`src/rtl/riscv_regmask_lsu_sequencer.sv`:
```
// Register-list load/store-multiple sequencer: walks a 32-bit register mask and
// issues one pipelined word access per set bit on the OBI data port.
`timescale 1ns/1ps
module riscv_regmask_lsu_sequencer #(
  parameter int MAX_OUTSTANDING = 2,
  parameter int ADDR_STEP       = 4
) (
  input  logic        clk,
  input  logic        rst,
  input  logic        start_i,
  input  logic        is_load_i,
  input  logic        descending_i,
  input  logic [31:0] reg_mask_i,
  input  logic [31:0] base_addr_i,
  output logic        busy_o,
  output logic        done_o,
  output logic        err_o,
  output logic [31:0] final_addr_o,
  output logic        data_req_o,
  input  logic        data_gnt_i,
  output logic [31:0] data_addr_o,
  output logic        data_we_o,
  output logic [3:0]  data_be_o,
  output logic [31:0] data_wdata_o,
  input  logic        data_rvalid_i,
  input  logic        data_err_i,
  input  logic [31:0] data_rdata_i,
  output logic [4:0]  rf_raddr_o,
  input  logic [31:0] rf_rdata_i,
  output logic        rf_we_o,
  output logic [4:0]  rf_waddr_o,
  output logic [31:0] rf_wdata_o
);

  localparam int CW = $clog2(MAX_OUTSTANDING + 1);
  localparam int PW = (MAX_OUTSTANDING > 1) ? $clog2(MAX_OUTSTANDING) : 1;
  localparam logic [CW-1:0] MAX_CNT  = CW'(MAX_OUTSTANDING);
  localparam logic [PW-1:0] LAST_PTR = PW'(MAX_OUTSTANDING - 1);
  localparam logic [31:0]   STEP     = 32'(ADDR_STEP);

  typedef enum logic [1:0] {IDLE, ISSUE, DRAIN, DONE} state_t;

  state_t        state_q;
  logic [31:0]   mask_q;
  logic [31:0]   addr_q;
  logic          desc_q;
  logic          we_q;
  logic          err_q;
  logic          pend_q;
  logic [CW-1:0] out_q;
  logic [PW-1:0] wr_ptr_q;
  logic [PW-1:0] rd_ptr_q;
  logic [4:0]    tag_q [MAX_OUTSTANDING];

  logic [4:0]    cur_reg;
  logic [31:0]   cur_bit;
  logic          rsp;
  logic          rsp_err;
  logic          grant;
  logic [31:0]   mask_d;
  logic [CW-1:0] out_d;

  // Next register: lowest set bit ascending, highest set bit descending.
  always_comb begin
    cur_reg = '0;
    if (desc_q) begin
      for (int i = 1; i < 32; i++)
        if (mask_q[i]) cur_reg = 5'(i);
    end else begin
      for (int i = 31; i > 0; i--)
        if (mask_q[i]) cur_reg = 5'(i);
    end
  end

  assign cur_bit    = 32'd1 << cur_reg;
  assign rsp        = data_rvalid_i && (state_q != IDLE) && (out_q != '0);
  assign rsp_err    = rsp && data_err_i;
  assign data_req_o = (state_q == ISSUE) && (mask_q != '0) &&
                      (pend_q || (out_q < MAX_CNT) || rsp);
  assign grant      = data_req_o && data_gnt_i;

  // On error only an already-raised, ungranted request survives in the mask.
  always_comb begin
    mask_d = mask_q;
    if (grant) mask_d = mask_q & ~cur_bit;
    if (rsp_err) mask_d = (data_req_o && !data_gnt_i) ? cur_bit : '0;
  end

  always_comb begin
    out_d = out_q;
    if (grant && !rsp) out_d = out_q + CW'(1);
    else if (!grant && rsp) out_d = out_q - CW'(1);
  end

  assign busy_o       = (state_q != IDLE);
  assign done_o       = (state_q == DONE);
  assign err_o        = done_o && err_q;
  assign final_addr_o = done_o ? addr_q : '0;
  assign data_addr_o  = addr_q;
  assign data_we_o    = we_q;
  assign data_be_o    = data_req_o ? 4'hF : 4'h0;
  assign data_wdata_o = rf_rdata_i;
  assign rf_raddr_o   = cur_reg;
  assign rf_we_o      = rsp && !we_q && !data_err_i && !err_q;
  assign rf_waddr_o   = tag_q[rd_ptr_q];
  assign rf_wdata_o   = data_rdata_i;

  always_ff @(posedge clk or posedge rst) begin
    if (rst) begin
      state_q  <= IDLE;
      mask_q   <= '0;
      addr_q   <= '0;
      desc_q   <= 1'b0;
      we_q     <= 1'b0;
      err_q    <= 1'b0;
      pend_q   <= 1'b0;
      out_q    <= '0;
      wr_ptr_q <= '0;
      rd_ptr_q <= '0;
      for (int i = 0; i < MAX_OUTSTANDING; i++) tag_q[i] <= '0;
    end else begin
      pend_q <= data_req_o && !data_gnt_i;
      out_q  <= out_d;
      if (grant) begin
        tag_q[wr_ptr_q] <= cur_reg;
        wr_ptr_q        <= (wr_ptr_q == LAST_PTR) ? '0 : wr_ptr_q + PW'(1);
        addr_q          <= desc_q ? addr_q - STEP : addr_q + STEP;
      end
      if (rsp) rd_ptr_q <= (rd_ptr_q == LAST_PTR) ? '0 : rd_ptr_q + PW'(1);
      if (rsp_err) err_q <= 1'b1;
      case (state_q)
        IDLE: begin
          if (start_i) begin
            mask_q  <= reg_mask_i & 32'hFFFF_FFFE;
            addr_q  <= base_addr_i;
            desc_q  <= descending_i;
            we_q    <= !is_load_i;
            err_q   <= 1'b0;
            state_q <= ((reg_mask_i & 32'hFFFF_FFFE) != '0) ? ISSUE : DONE;
          end
        end
        ISSUE: begin
          mask_q <= mask_d;
          if (mask_d == '0) state_q <= (out_d == '0) ? DONE : DRAIN;
        end
        DRAIN: begin
          mask_q <= '0;
          if (out_d == '0) state_q <= DONE;
        end
        DONE: begin
          err_q   <= 1'b0;
          state_q <= IDLE;
        end
        default: state_q <= IDLE;
      endcase
    end
  end

  a_no_stray_rvalid: assert property (@(posedge clk) disable iff (rst)
    (data_rvalid_i && state_q != IDLE) |-> (out_q != '0));
  a_no_overflow: assert property (@(posedge clk) disable iff (rst)
    (grant && !rsp) |-> (out_q < MAX_CNT));

endmodule

```
`config.mk`:
```
export PLATFORM = sky130hd
export DESIGN_NAME = riscv_regmask_lsu_sequencer
export DESIGN_NICKNAME = d
export VERILOG_FILES = /design/src/rtl/riscv_regmask_lsu_sequencer.sv
export SDC_FILE = /design/constraint.sdc
export NUM_CORES = 1
export LEC_CHECK = 0
export CAP_MARGIN = 0
export CORE_MARGIN = 3
export CORE_UTILIZATION = 42
export DETAILED_ROUTE_END_ITERATION = 10
export PLACE_DENSITY_LB_ADDON = 0.08
export SLEW_MARGIN = 20
export SYNTH_ARGS = -nofsm -noshare
export SYNTH_HDL_FRONTEND = slang
export SYNTH_SLANG_ARGS = --single-unit
```
`constraint.sdc`:
```
create_clock -name clk -period 3.6 [get_ports clk]
set_input_delay 0.72 -clock clk [delete_from_list [all_inputs] [get_ports clk]]
set_output_delay 0.72 -clock clk [all_outputs]
set_load 0.05 [all_outputs]
```
### Word level (Yosys, flattened, before mapping)

Cells that the tools add are included.

| word-level totals | value |
|---|---|
| output and inout port bits | 148 |
| logic and storage cells | 160 |
| register bits | 84 |
| input port bits | 136 |

| cells by class | value |
|---|---|
| shifts and indexed selects | 1 |
| reductions and logical operators | 34 |
| $add $sub $neg | 6 |
| magnitude comparators | 4 |
| equal/unequal tests | 6 |
| bitwise gates (word level) | 4 |
| muxes and demuxes | 93 |

Operator list:

| cell | number |
|---|---|
| $mux W5 | 64 |
| $mux W32 | 9 |
| $pmux W32 S3 | 1 |
| $reduce_bool A32 Y1 | 2 |
| $add A32 B3 Y32 const B | 1 |
| $and A32 B32 Y32 | 1 |
| $logic_not A32 Y1 | 1 |
| $not A32 Y32 | 1 |
| $shl A1 B5 Y32 const A | 1 |
| $sub A32 B3 Y32 const B | 1 |
| $mux W2 | 8 |
| $logic_and A1 B1 Y1 | 14 |
| $bwmux W10 | 1 |
| $pmux W2 S4 | 1 |
| $logic_not A1 Y1 | 7 |
| $mux W1 | 6 |
| $demux W5 S1 | 1 |
| $eq A2 B2 Y1 const B | 2 |
| $ge A2 B2 Y1 const B | 2 |
| $logic_not A2 Y1 | 2 |
| $mux W4 | 1 |
| $ne A2 B2 Y1 const B | 2 |
| $not A1 Y2 | 2 |
| $reduce_and A2 Y1 | 2 |
| 12 further kinds | 15 |

### Depth between registers and ports, before layout

Gate-level depths: netlist of the first run.

| depth | value |
|---|---|
| depth after elaboration | 40 |
| depth in mapped cells | 16 |
| depth with buffers taken out | 14 |

### Least setup slack after synthesis of the first run

Ideal clock, no wire load.

| path | value |
|---|---|
| path kind | flip-flop to flip-flop |
| start point | reg desc_q |
| end point | reg addr_q[30] (netlist: data_addr_o[30]) |
| data required time | 3523 ps |
| stages on the path, launching flop included | 17 |
| clock period less this slack | 3815 ps |
| setup time | 77 ps |
| buffers on the path | 2 |
| path slack | -215 ps |
| arrival | 3737 ps |
| path through | dfrtp_1 > clkbuf_1 > inv_1 > clkbuf_1 > fa_1 > nor2b_1 > o21ai_0 > a21oi_1 > o2111a_1 > o31ai_1 > o211ai_1 > o31ai_1 > o21ai_0 > a31oi_1 > xnor2_1 > nand2_1 > a21oi_1 |

| on the way | value |
|---|---|
| cells in the longest elaborated chain, start to end | 4 |

Ends and longest elaborated chain:

| element | line | RTL |
|---|---|---|
| start, declared | 46 | `logic desc_q;` |
| start signal, assigned | 136 | `desc_q <= descending_i;` |
| $mux W32 (*) | 127 | `addr_q <= desc_q ? addr_q - STEP : addr_q + STEP;` |
| $mux W32 (*) | 124 | `if (grant) begin` |
| $mux W32 | 133 | `if (start_i) begin` |
| $mux W32 (*) | 131 | `case (state_q)` |
| end signal, assigned | 127 |  |
| end signal, assigned | 135 | `addr_q <= base_addr_i;` |
| end, declared | 45 | `logic [31:0] addr_q;` |

Mark *: on every way between the ends. The rest lies on a longest branch, timed or not.
A chain may end at the register's enable or synchronous reset.

### Worst setup path after layout of the first run

| path | value |
|---|---|
| start point | reg mask_q[15] |
| end point | reg state_q[1] |

| on the way | value |
|---|---|
| cells in the longest elaborated chain, start to end | 26 |
| elaborated cells between the ends (all ways) | 54 |
| those cells by class | eq/ne: 2; shift: 1; mux: 38; bitwise: 2; reduce/logical: 11 |

Ends and longest elaborated chain:

| element | line | RTL |
|---|---|---|
| start, declared | 44 | `logic [31:0] mask_q;` |
| start signal, assigned | 134 | `mask_q <= reg_mask_i & 32'hFFFF_FFFE;` |
| start signal, assigned | 143 | `mask_q <= mask_d;` |
| $mux W5 (17 in a row) | 68 | `if (mask_q[i]) cur_reg = 5'(i);` |
| $mux W5 | 66 | `if (desc_q) begin` |
| $shl A1 B5 Y32 | 75 | `assign cur_bit = 32'd1 << cur_reg;` |
| $not A32 Y32 | 85 | `if (grant) mask_d = mask_q & ~cur_bit;` |
| $and A32 B32 Y32 | 85 |  |
| $mux W32 | 85 |  |
| $mux W32 | 86 | `if (rsp_err) mask_d = (data_req_o && !data_gnt_i) ? cur_bit : '0;` |
| $logic_not A32 Y1 | 144 | `if (mask_d == '0) state_q <= (out_d == '0) ? DONE : DRAIN;` |
| $ne A2 B1 Y1 (no source line) | -- |  |
| $reduce_and A3 Y1 (no source line) (*) | -- |  |
| end signal, assigned | 139 | `state_q <= ((reg_mask_i & 32'hFFFF_FFFE) != '0) ? ISSUE : DONE;` |
| end signal, assigned | 144 |  |
| end, declared | 43 | `state_t state_q;` |

Marks and branches as above.

==> impl_metrics.json, run 1 <==
{
  "outcome": "finished, final reports clean",
  "antenna-diode-count": 0,
  "cts_max_path_buffers": 2,
  "crit_buf_inv": 1,
  "setup_viol": 0,
  "rsz0062_at_grt": "yes",
  "slowest_delay_ps": 560,
  "cap_viol_max_count": 0,
  "synthToLayoutAreaGrowth_pct": 39.5,
  "routed_wl_um": 27600,
  "route.vias.total": 8246,
  "dpl-instance-area_um2": 10100,
  "min_path_cells": 2,
  "routedWlPerCell_um": 19.1,
  "final_area_um2": 10700,
  "dp_hpwl_um": 21300,
  "drive_above_1_share_pct": 23.3,
  "synth_seq_cells": 84,
  "critPathSlowestCell": "or4_4",
  "p_leak_nw": 4.49,
  "fin_ws_ps": 29.6,
  "cts_tree": "yes",
  "ys_dominant_reg_cell": "dfrtp_1",
  "crit_fanout": 6,
  "async_flop_share_pct": 100,
  "cts.sinks": 84,
  "yosysWarnings": 0,
  "die_w_um": 141,
  "rr_worst_depth": 12,
  "hold_class": "reg2reg",
  "cts_htree_levels": 3,
  "fin_nets": 1388,
  "drtAntennaViolNets": 0,
  "cts_hold_buf": 0,
  "final_util_pct": 60.7,
  "grt_pass1_vias": 7765,
  "dr.pass1.iters": 5,
  "grt_max_degree": 49,
  "placedCellCount": 1420,
  "crit_cells": 12,
  "clock_latency_ps": 350,
  "dp_slack_ps": -312,
  "drv_slew": 0,
  "period_needed_ps": 3570,
  "place.gp.congestion": 0.968,
  "hold_viol": 0,
  "yosysUniqueCellTypes": 76,
  "grtUsageTotal_pct": 27.2,
  "cts-root-buf": "clkbuf_16",
  "synth.avg_cell_area_um2": 7.61,
  "antenna_found_initial": 0,
  "die_y_um": 141,
  "fillers": 1651,
  "worstSetupPathType": "reg2reg",
  "synth_fp_nets": 1176,
  "power_density_nw_per_um2": 1260,
  "die-area_um2": 19900,
  "synth_area_um2": 7650,
  "cp_top_family": "simple AND/OR/NAND/NOR gates",
  "port_buffers": 154,
  "avgViaCountPerCell": 5.69,
  "first_iter_violations": 614,
  "grt-ovfl-total": 0,
  "fin_skew_ps": 9.99,
  "start_kind": "flop",
  "syn_inst": 1006,
  "core_region_area_um2": 17600,
  "clk_pin_slew_worst_paths_ps": 70,
  "ioPinCount": 284,
  "numCtsBuffers": 9,
  "initial_utilization_pct": 43.5,
  "synth-edff-count": 0,
  "fp-row-count": 48,
  "drc": 0,
  "irDropWorstVdd_mv": 0.809,
  "ys_seq_area_share_pct": 27.5,
  "fin_cells": 1448,
  "holdWs_ps": 481,
  "period_share_pct": 99.2,
  "crit_chain": "or4_4 -> o21ai_0 -> o21ai_2 -> a32oi_4 -> inv_4 -> or3_4 -> o31a_1 -> o32ai_2 -> a21oi_2 -> nor4_4 -> a21oi_1 -> or3b_1",
  "end_kind": "flop",
  "crit_arrival_ps": 3800,
  "fmax_mhz": 280,
  "relSlewSlack_pct": 39.0,
  "grt_pass1_wl_um": 42800,
  "cp.required_ps": 3830,
  "worst_pin_slew_ps": 915
}
[worst min-delay path: stages, from the launching register on]
cell,delay (ps)
dfrtp_1,340
nand2_1,50
o21ai_0,60
[Yosys cell counts, types with 7 or more instances]
library cell | count | area share (%)
nor3_1 | 12 | 0.78
nor2_1 | 108 | 5.3
nand2_1 | 109 | 5.3
inv_1 | 32 | 1.6
a21oi_1 | 98 | 6.4
clkbuf_1 | 40 | 2.0
o21ai_0 | 76 | 5.0
o211ai_1 | 7 | 0.69
dfrtp_1 | 84 | 27
a221oi_1 | 9 | 1.0
a22oi_1 | 8 | 0.78
buf_2 | 12 | 0.78
ha_1 | 33 | 5.4
mux2_2 | 11 | 1.6
and2_1 | 39 | 3.2
nand3_1 | 22 | 1.4
xnor2_1 | 20 | 2.3
a21o_1 | 10 | 0.98
a31oi_1 | 11 | 0.90
buf_4 | 70 | 6.9
xor2_1 | 9 | 1.0
or3_1 | 9 | 0.74
nor4_1 | 17 | 1.4
a32oi_1 | 18 | 2.1
nand4_1 | 9 | 0.74
o31ai_1 | 13 | 1.3
[worst paths after layout]
| check | startpoint | to | slack [ps] |
|---|---|---|---|
| min reg2reg | tag_q[0] | tag_q[0] | 480 |
| min | tag_q[0] | tag_q[0] | 480 |
| max in group asynchronous | rst | tag_q[4] | 2000 |
| max | mask_q[15] | state_q[1] | 30 |
| max reg2reg | mask_q[15] | state_q[1] | 30 |
| min in group asynchronous | rst | data_addr_o[10] | 850 |
[stage by stage]
step | power [W] | setup TNS, ps
finish | 0.0134 | 0
global route | 0.0143 | -215
floorplan | 0.00823 | 0
CTS | 0.0130 | 0
detailed placement | 0.0120 | -444
global placement | 0.0119 | -369
[registers in the layout, summed over array words and instances, names as in the netlist]
signal,cells
pend_q,1
mask_q,32
err_q,1
data_we_o,1
rd_ptr_q,1
state_q,2
wr_ptr_q,1
desc_q,1
tag_q,10
out_q,2
data_addr_o,32
[cell type report]
| class | instances | area [um2] | share of cell area (%) |
|---|---|---|---|
| inverter | 37 | 143 | 1.34 |
| multi-input combinational | 758 | 4900 | 45.9 |
| tap | 225 | 282 | 2.64 |
| timing repair buffer | 328 | 2970 | 27.8 |
| clock buffer | 12 | 246 | 2.31 |
| clock inverter | 4 | 25.0 | 0.234 |
| sequential | 84 | 2110 | 19.7 |
[power by group]
group          internal, W  switching, W  total (W)
sequential         0.00140      0.000454    0.00186
combinational      0.00440       0.00626     0.0107
clock             0.000485      0.000411   0.000896
[placed cells by master (no fill, tap or decap), types with 8 or more instances in the layout]
| master | count |
|---|---|
| clkdlybuf4s50_1 | 143 |
| a221oi_1 | 8 |
| mux2_2 | 11 |
| nor2_1 | 103 |
| and2_1 | 38 |
| nor3_1 | 11 |
| o21ai_0 | 73 |
| ha_1 | 33 |
| a31oi_1 | 10 |
| a22oi_1 | 8 |
| a32oi_1 | 11 |
| buf_4 | 171 |
| a21o_1 | 10 |
| xnor2_1 | 20 |
| nand4_1 | 9 |
| a21oi_1 | 93 |
| dfrtp_1 | 81 |
| nand3_1 | 22 |
| nor4_1 | 16 |
| nand2_1 | 108 |
| clkbuf_16 | 9 |
| o31ai_1 | 8 |
| xor2_1 | 9 |
| buf_12 | 11 |
| inv_1 | 30 |
[repair_timing]
item | CTS | global route
gates resized for setup | 14 | 40
pin swaps | 2 | 16
setup buffers | 3 | 9
setup endpoints to repair | 1 | 11
[per-layer routing]
metal / routed length (um) / track usage (%)
met1: 13000 / 40.1
met2: 11800 / 40.8
met3: 2230 / 5.46
met4: 549 / 6.99
met5: 0 / 0
[cells by family after synthesis]
family          count (synthesis)  share of synthesized area (%)
xor+xnor                       29                           3.32
simple gates                  367                           23.4
fa+ha+maj                      34                           5.66
buf+inv                       164                           11.8
flops                          84                           27.5
compound gates                316                           26.7
mux                            12                           1.75
Power figures use the tool's default switching activity.
==> inputs of run 2 (changes only) <==
--- a/config.mk
+++ b/config.mk
@@ -9,6 +9,7 @@
 export CORE_MARGIN = 3
 export CORE_UTILIZATION = 42
 export DETAILED_ROUTE_END_ITERATION = 10
+export HOLD_SLACK_MARGIN = 0.08
 export PLACE_DENSITY_LB_ADDON = 0.08
 export SLEW_MARGIN = 20
 export SYNTH_ARGS = -nofsm -noshare
==> results of run 2 <==
The final DEF is identical to that of run 1; final timing and power are the same.
